===== src/rtl/seq_function_unit.sv =====
// Sequential ALU: single-cycle arithmetic/logic, plus iterative shifts and shift-add multiply.
// Single-cycle ops finish at the accepting edge; shifts take SH steps and multiply takes WIDTH steps, one per clock, with START ignored while BUSY.
module seq_function_unit #(
  parameter int WIDTH = 32,
  parameter int SHW   = 5
) (
  input  logic             CLK,
  input  logic             RESET_N,
  input  logic             START,
  input  logic [4:0]       FS,
  input  logic [WIDTH-1:0] A,
  input  logic [WIDTH-1:0] B,
  input  logic [SHW-1:0]   SH,
  output logic             BUSY,
  output logic             DONE,
  output logic [WIDTH-1:0] F,
  output logic             Z_out,
  output logic             C_out,
  output logic             N_out,
  output logic             V_out
);

  localparam logic [0:0] IDLE = 1'b0;
  localparam logic [0:0] RUN  = 1'b1;

  localparam logic [1:0] OP_SHR = 2'd0;
  localparam logic [1:0] OP_SHL = 2'd1;
  localparam logic [1:0] OP_MUL = 2'd2;

  logic [0:0]       state;
  logic [1:0]       op_r;
  logic [SHW-1:0]   cnt;
  logic [WIDTH-1:0] hi_r;
  logic [WIDTH-1:0] lo_r;
  logic [WIDTH-1:0] a_r;

  logic             is_shr;
  logic             is_shl;
  logic             is_mul;
  logic             iter_go;
  logic [SHW-1:0]   steps_m1;

  assign is_shr   = (FS == 5'b10100);
  assign is_shl   = (FS == 5'b11000);
  assign is_mul   = (FS == 5'b11100);
  // A zero-length shift is a plain move of B and goes down the single-cycle path.
  assign iter_go  = is_mul || ((is_shr || is_shl) && (SH != '0));
  assign steps_m1 = is_mul ? SHW'(WIDTH - 1) : (SH - SHW'(1));

  assign BUSY = (state == RUN);

  // One iteration step; on the accepting edge it works straight from the inputs.
  logic [1:0]       op_s;
  logic [WIDTH-1:0] hi_s;
  logic [WIDTH-1:0] lo_s;
  logic [WIDTH-1:0] a_s;
  logic [WIDTH-1:0] addend;
  logic [WIDTH:0]   msum;
  logic [WIDTH-1:0] nhi;
  logic [WIDTH-1:0] nlo;
  logic             step_c;

  always_comb begin
    op_s   = OP_SHR;
    hi_s   = '0;
    lo_s   = B;
    a_s    = A;
    addend = '0;
    msum   = '0;
    nhi    = '0;
    nlo    = '0;
    step_c = 1'b0;
    if (state == RUN) begin
      op_s = op_r;
      hi_s = hi_r;
      lo_s = lo_r;
      a_s  = a_r;
    end else if (is_mul) begin
      op_s = OP_MUL;
    end else if (is_shl) begin
      op_s = OP_SHL;
    end
    case (op_s)
      OP_MUL: begin
        addend = lo_s[0] ? a_s : '0;
        msum   = {1'b0, hi_s} + {1'b0, addend};
        nhi    = msum[WIDTH:1];
        nlo    = {msum[0], lo_s[WIDTH-1:1]};
        step_c = |nhi;
      end
      OP_SHL: begin
        nlo    = {lo_s[WIDTH-2:0], 1'b0};
        step_c = lo_s[WIDTH-1];
      end
      default: begin
        nlo    = {1'b0, lo_s[WIDTH-1:1]};
        step_c = lo_s[0];
      end
    endcase
  end

  // Single-cycle operations.
  logic [WIDTH-1:0] add_y;
  logic             add_cin;
  logic             add_op;
  logic [WIDTH:0]   add_sum;
  logic [WIDTH-1:0] alu_f;
  logic             alu_c;
  logic             alu_v;

  always_comb begin
    add_y   = '0;
    add_cin = 1'b0;
    add_op  = 1'b0;
    alu_f   = A;
    case (FS)
      5'b00001: begin add_op = 1'b1; add_cin = 1'b1; end
      5'b00010: begin add_op = 1'b1; add_y = B; end
      5'b00011: begin add_op = 1'b1; add_y = B; add_cin = 1'b1; end
      5'b00100: begin add_op = 1'b1; add_y = ~B; end
      5'b00101: begin add_op = 1'b1; add_y = ~B; add_cin = 1'b1; end
      5'b00110: begin add_op = 1'b1; add_y = '1; end
      5'b01000: alu_f = A & B;
      5'b01010: alu_f = A | B;
      5'b01100: alu_f = A ^ B;
      5'b01110: alu_f = ~A;
      5'b10000, 5'b10100, 5'b11000: alu_f = B;
      default:  alu_f = A;
    endcase
    add_sum = {1'b0, A} + {1'b0, add_y} + {{WIDTH{1'b0}}, add_cin};
    alu_c   = 1'b0;
    alu_v   = 1'b0;
    if (add_op) begin
      alu_f = add_sum[WIDTH-1:0];
      alu_c = add_sum[WIDTH];
      alu_v = (A[WIDTH-1] == add_y[WIDTH-1]) && (add_sum[WIDTH-1] != A[WIDTH-1]);
    end
  end

  // Result write-back select.
  logic             use_step;
  logic             wr_en;
  logic [WIDTH-1:0] wr_f;
  logic             wr_c;
  logic             wr_v;

  always_comb begin
    use_step = (state == RUN) || iter_go;
    wr_en    = 1'b0;
    if (state == RUN) begin
      wr_en = (cnt == SHW'(1));
    end else if (START) begin
      wr_en = !iter_go || (steps_m1 == '0);
    end
    wr_f = use_step ? nlo    : alu_f;
    wr_c = use_step ? step_c : alu_c;
    wr_v = use_step ? 1'b0   : alu_v;
  end

  always_ff @(posedge CLK or negedge RESET_N) begin
    if (!RESET_N) begin
      state <= IDLE;
      op_r  <= OP_SHR;
      cnt   <= '0;
      hi_r  <= '0;
      lo_r  <= '0;
      a_r   <= '0;
      DONE  <= 1'b0;
      F     <= '0;
      Z_out <= 1'b0;
      C_out <= 1'b0;
      N_out <= 1'b0;
      V_out <= 1'b0;
    end else begin
      DONE <= 1'b0;
      if (state == RUN) begin
        hi_r <= nhi;
        lo_r <= nlo;
        cnt  <= cnt - SHW'(1);
        if (cnt == SHW'(1)) begin
          state <= IDLE;
        end
      end else if (START && iter_go) begin
        hi_r <= nhi;
        lo_r <= nlo;
        a_r  <= A;
        op_r <= op_s;
        cnt  <= steps_m1;
        if (steps_m1 != '0) begin
          state <= RUN;
        end
      end
      if (wr_en) begin
        DONE  <= 1'b1;
        F     <= wr_f;
        Z_out <= (wr_f == '0);
        N_out <= wr_f[WIDTH-1];
        C_out <= wr_c;
        V_out <= wr_v;
      end
    end
  end

endmodule

===== config.mk =====
export PLATFORM = sky130hd
export DESIGN_NAME = seq_function_unit
export DESIGN_NICKNAME = d
export VERILOG_FILES = /design/src/rtl/seq_function_unit.sv
export SDC_FILE = /design/constraint.sdc
export NUM_CORES = 1
export LEC_CHECK = 0
export ABC_AREA = 1
export BUFFER_PORTS_ARGS = -buffer_cell sky130_fd_sc_hd__buf_2
export CAP_MARGIN = 5
export CORE_MARGIN = 4
export CORE_UTILIZATION = 38
export DETAILED_ROUTE_END_ITERATION = 6
export GPL_TIMING_DRIVEN = 0
export PLACE_DENSITY = 0.52
export RECOVER_POWER = 50
export SYNTH_ARGS = -nofsm -noshare
export SYNTH_HDL_FRONTEND = slang
export SYNTH_SLANG_ARGS = --single-unit

===== constraint.sdc =====
create_clock -name CLK -period 4.3 [get_ports CLK]
set_clock_uncertainty 0.05 [all_clocks]
set_input_delay 0.86 -clock CLK [delete_from_list [all_inputs] [get_ports CLK]]
set_output_delay 0.86 -clock CLK [all_outputs]
set_load 0.005 [all_outputs]

# Yosys cells after proc, flatten, opt, wreduce, memory -nomap -nowiden
# Index checks and enable logic that the tools add are counted.
# W data, S select, Z words.
# classes
n_addsub,5
n_eq_ne,19
mux,34
n_bitwise,6
reduce_logical,20
# ops
op,n
$mux W32,11
$pmux W32 S5,1
$pmux W32 S3,1
$add A32 B32 Y33,2
$not A32 Y32,2
$pmux W32 S2,1
$add A33 B1 Y33,1
$and A32 B32 Y32,1
$logic_not A32 Y1,1
$or A32 B32 Y32,1
$reduce_or A32 Y1,1
$xor A32 B32 Y32,1
$eq A5 B4 Y1 const B,4
$eq A5 B5 Y1 const B,4
$eq A5 B3 Y1 const B,3
$mux W5,3
$mux W1,14
$eq A5 B1 Y1 const B,2
$eq A5 B2 Y1 const B,2
$reduce_bool A5 Y1,2
$sub A5 B1 Y5 const B,2
$reduce_or A3 Y1,2
$reduce_or A6 Y1,1
$logic_not A5 Y1,1
13 further kinds,20
# totals
regBits,141
in_bits,77
output_inout_bits,38
wordCells,96

# Longest topological paths before layout
# logic_depth
word_depth,9
ltp_mapped,29
depth_no_buf,27

# Worst setup path after synthesis
# Ideal clock, no wire load.
# synth_path
path_kind,input port to flip-flop
from,input port FS[4]
to,register Z_out
t_arrival_ns,3.668
required_time_ns,4.185
setup_slack_ns,0.516
cell_stages,27
path_buffers,2
cell_sequence,buf_6 nor2_1 nand2_1 nor2_2 clkbuf_1 nand2_1 o211ai_1 fa_1 inv_1 fa_1 inv_1 nand3_1 nand3_1 nand2_1 nand2_1 nand2_1 nand2_1 nand2_1 nand2_1 nand2_1 nand3_1 nand2_1 a21oi_1 nand2_1 nor2_1 nand4_1 nand2_1
# synth_between
elab_chain_cells,8
elab_cells_between_ends,44
cone_classes,add/sub (2); eq/ne (16); mux (13); reduce/logical (13)
# synth_rtl
element,line,text
start: declaration,10,"input logic [4:0] FS,"
"$eq A5 B3 Y1, or another cell as far along",116,case (FS)
"$reduce_or A2 Y1 (no line), or another cell as far along",n/a,
"$pmux W32 S3, or another cell as far along",116,
"$add A32 B32 Y33, or another cell as far along",130,"add_sum = {1'b0, A} + {1'b0, add_y} + {{WIDTH{1'b0}}, add_cin};"
"$add A33 B1 Y33, or another cell as far along",130,
"$mux W32, or another cell as far along",133,if (add_op) begin
$mux W32 / $mux W1 (equally long branches),"155, 152",
$logic_not A32 Y1 / $mux W1 (equally long branches),"196, 150",
end signal: assignment,196,Z_out <= (wr_f == '0);
end: declaration,17,"output logic Z_out,"
# Several ways; a longest one is shown, not always the timed one.
# A chain may end at the register's enable or synchronous reset.

# Final worst setup path
# layout_path
from,input port FS[3]
to,register Z_out
# The elaborated chain is that of the path after synthesis.

==> results.py <==
metrics = {
    "worst_setup_path": {
        "critPathLaunchType": "input pin",
        "cp-end-kind": "flip-flop",
        "slowest_delay_ns": 0.39,
        "required_ns": 4.62,
        "cp_common_cell": "nand2_1",
        "setup.worst_path.start": "FS[3]",
        "reg2reg_from": "BUSY",
        "cp.arrival_ns": 4.39,
        "cp_max_fo": 10,
        "critPathBufInv": 4,
        "cp_slowest_cell": "fa_1",
        "worstSetupPathType": "in2reg",
        "path_delay_family": "simple AND/OR/NAND/NOR gates",
    },
    "synthesis": {
        "synth_xor_area_share_pct": 0.396,
        "syn_area_per_cell_um2": 5.89,
        "synth_seq_cells": 140,
        "synth_nets": 2842,
        "synthMuxAreaShare_pct": 0,
        "synth_top_cell_area_share_pct": 22.9,
        "synthSimpleGateAreaFrac_pct": 36.0,
        "synth_top_family_by_area": "simple AND/OR/NAND/NOR gates",
        "synth_area_leaders": "nand2_1, dfrtp_1, ha_1",
        "synth_compound_area_share_pct": 16.4,
        "synth_edf_count": 0,
        "netlist_area_mm2": 0.0155,
        "netlist_instances": 2629,
        "ys.flop_type": "dfrtp_1",
        "synthAdderAreaFrac_pct": 11.1,
        "ys_warn_count": 0,
        "synth_cell_types": 44,
        "synthArstFlopShare_pct": 100,
        "ys_seq_area_share_pct": 22.6,
        "yosys.area.top_type": "nand2_1",
    },
    "cts": {
        "cts_buffer_depth": 2,
        "htree_levels": 4,
        "cts.sinks": 140,
        "path_clk_slew_ns": 0.07,
        "cts_tree": "done",
        "cts_hold_buf": 0,
        "numCtsBuffers": 17,
        "clk_latency_ns": 0.43,
        "cts_root_buf": "clkbuf_16",
    },
    "route": {
        "firstDrtPassIters": 5,
        "vias": 17200,
        "via_per_inst": 5.20,
        "ant_nets": 0,
        "drc": 0,
        "wl_mm": 62.8,
        "drt_iter0_drc": 1193,
        "wl_per_cell_um": 19.0,
    },
    "placed_design": {
        "placement.io_buffers": 113,
        "dpl-instance-area_mm2": 0.0167,
        "dpl.cell_count": 3268,
        "dp_hpwl_mm": 52.6,
        "routabilityCongestion": 0.961,
    },
    "layout": {
        "fin_area_mm2": 0.0175,
        "finalNonFillerCells": 3302,
        "area_growth_pct": 13.0,
        "final_common_cell": "nand2_1",
        "post-route-util_pct": 43.7,
        "drive_gt1_share_pct": 9.15,
        "antenna_cells": 0,
        "nets": 2978,
        "final_cell_mix": "nand2_1, inv_1, o21ai_0",
    },
    "pwr": {
        "powerDensity_mw_per_mm2": 470,
        "peakVddDrop_v": 0.000335,
        "p_leak_nw": 9.83,
    },
    "global_routing": {
        "overflow": 0,
        "grt_pass1_wl_mm": 95.4,
        "grt_pass1_vias": 16400,
        "grt_max_degree": 82,
        "grt_usage_pct": 28.0,
        "antenna_found_initial": 0,
    },
    "sta": {
        "max_freq_ghz": 0.246,
        "setup_viol": 0,
        "drv_slew": 60,
        "whs_ns": 0.430,
        "worstMarginPinSlew_ns": 2.98,
        "tns_ns": 0,
        "timing.final.crit_period_ns": 4.06,
        "hold_viol_final": 0,
        "max_slew_margin_pct": -98.5,
        "fin_crit_sh_pct": 94.5,
        "rsz0062_at_grt": "false",
    },
    "flow_run": {
        "cap_violations": 1,
    },
    "floorplanning": {
        "die-area_mm2": 0.0440,
        "die_h_um": 210,
        "pin_count": 115,
        "die_x_um": 210,
        "core_mm2": 0.0400,
        "fp-row-count": 73,
        "start_util_pct": 38.7,
    },
    "worst_hold_path": {
        "min-delay-start": "F[4]",
        "hp-class": "reg2reg",
    },
    "outcome": {
        "violations": "max-capacitance violations, max-slew violations",
        "status": "finished, violations left",
    },
}
## report_power, final
part	internal [mW]	switching [mW]	total, mW
registers	1.82	0.236	2.05
logic	1.48	3.15	4.64
clock network	0.940	0.596	1.54
total	4.24	3.99	8.22
## per-layer routing
metal	global-route usage [%]	vias to the layer above	wire length (um)
met5	0	-	0
met4	12.2	0	3150
met3	2.94	110	2880
met2	47.8	538	29700
met1	35.8	7937	27100
li1	-	8570	-
## sequential cells by signal (all words and copies together), names as in the netlist
register / count
BUSY: 1
C_out: 1
DONE: 1
F: 32
V_out: 1
Z_out: 1
a_r: 32
cnt: 5
hi_r: 32
lo_r: 32
op_r: 2
## cells by family after synthesis
| kind of cell | Yosys count |
|---|---|
| DFF | 140 |
| AOI/OAI and AO/OA | 453 |
| xor gates and xnor gates | 7 |
| and+or+nand+nor | 1362 |
| buffers and inverters | 531 |
| adders and majority gates | 136 |
## Yosys cell counts, types with 13 or more instances
master	count
o22ai_1	32
inv_1	427
buf_2	24
nor2_1	189
nand4_1	30
clkbuf_1	53
nand3_1	132
dfrtp_1	140
o211ai_1	37
o21ai_0	236
ha_1	133
a21oi_1	91
nand2_1	945
a22o_1	24
o21ai_1	13
## path summary, 6_finish.rpt
kind | endpoint | slack, ns | cells after the start
min | F[4] | 0.43 | 2
min reg2reg | F[4] | 0.43 | 2
max | Z_out | 0.24 | 27
max in group asynchronous | hi_r[20] | 1.00 | 1
max reg2reg | C_out | 0.31 | 26
min in group asynchronous | cnt[1] | 1.52 | 1
## through the flow
step           setup slack (ns)  total power [mW]
2_1_floorplan             0.516              4.91
3_3_place_gp             -0.747              6.55
3_5_place_dp             -0.782              6.58
4_1_cts                  0.0192              8.17
5_1_grt                  0.0274              8.88
6_report                  0.236              8.22
## layout make-up
type                            instances  area, um2
Multi-Input combinational cell       1958       9960
Tap cell                              525        657
Timing Repair Buffer                  118        619
Clock inverter                         10        141
Buffer                                 91        490
Sequential cell                       140       3500
Inverter                              439       1650
Fill cell                            4469      22500
Clock buffer                           21        460
## timing repair
| item | in CTS | in global routing |
|---|---|---|
| setup endpoints to repair | 9 | 2 |
| pin swaps | 1 | 5 |
| buffers inserted | 1 | 3 |
| resized for setup | 19 | 64 |
## tightest hold or removal path, delay by kind of cell (launching register included)
| kind | cells | cell delay [ns] |
|---|---|---|
| flip-flops | 1 | 0.35 |
| AND/OR/NAND/NOR | 2 | 0.10 |
No activity file was read; power rests on OpenSTA's default activity.
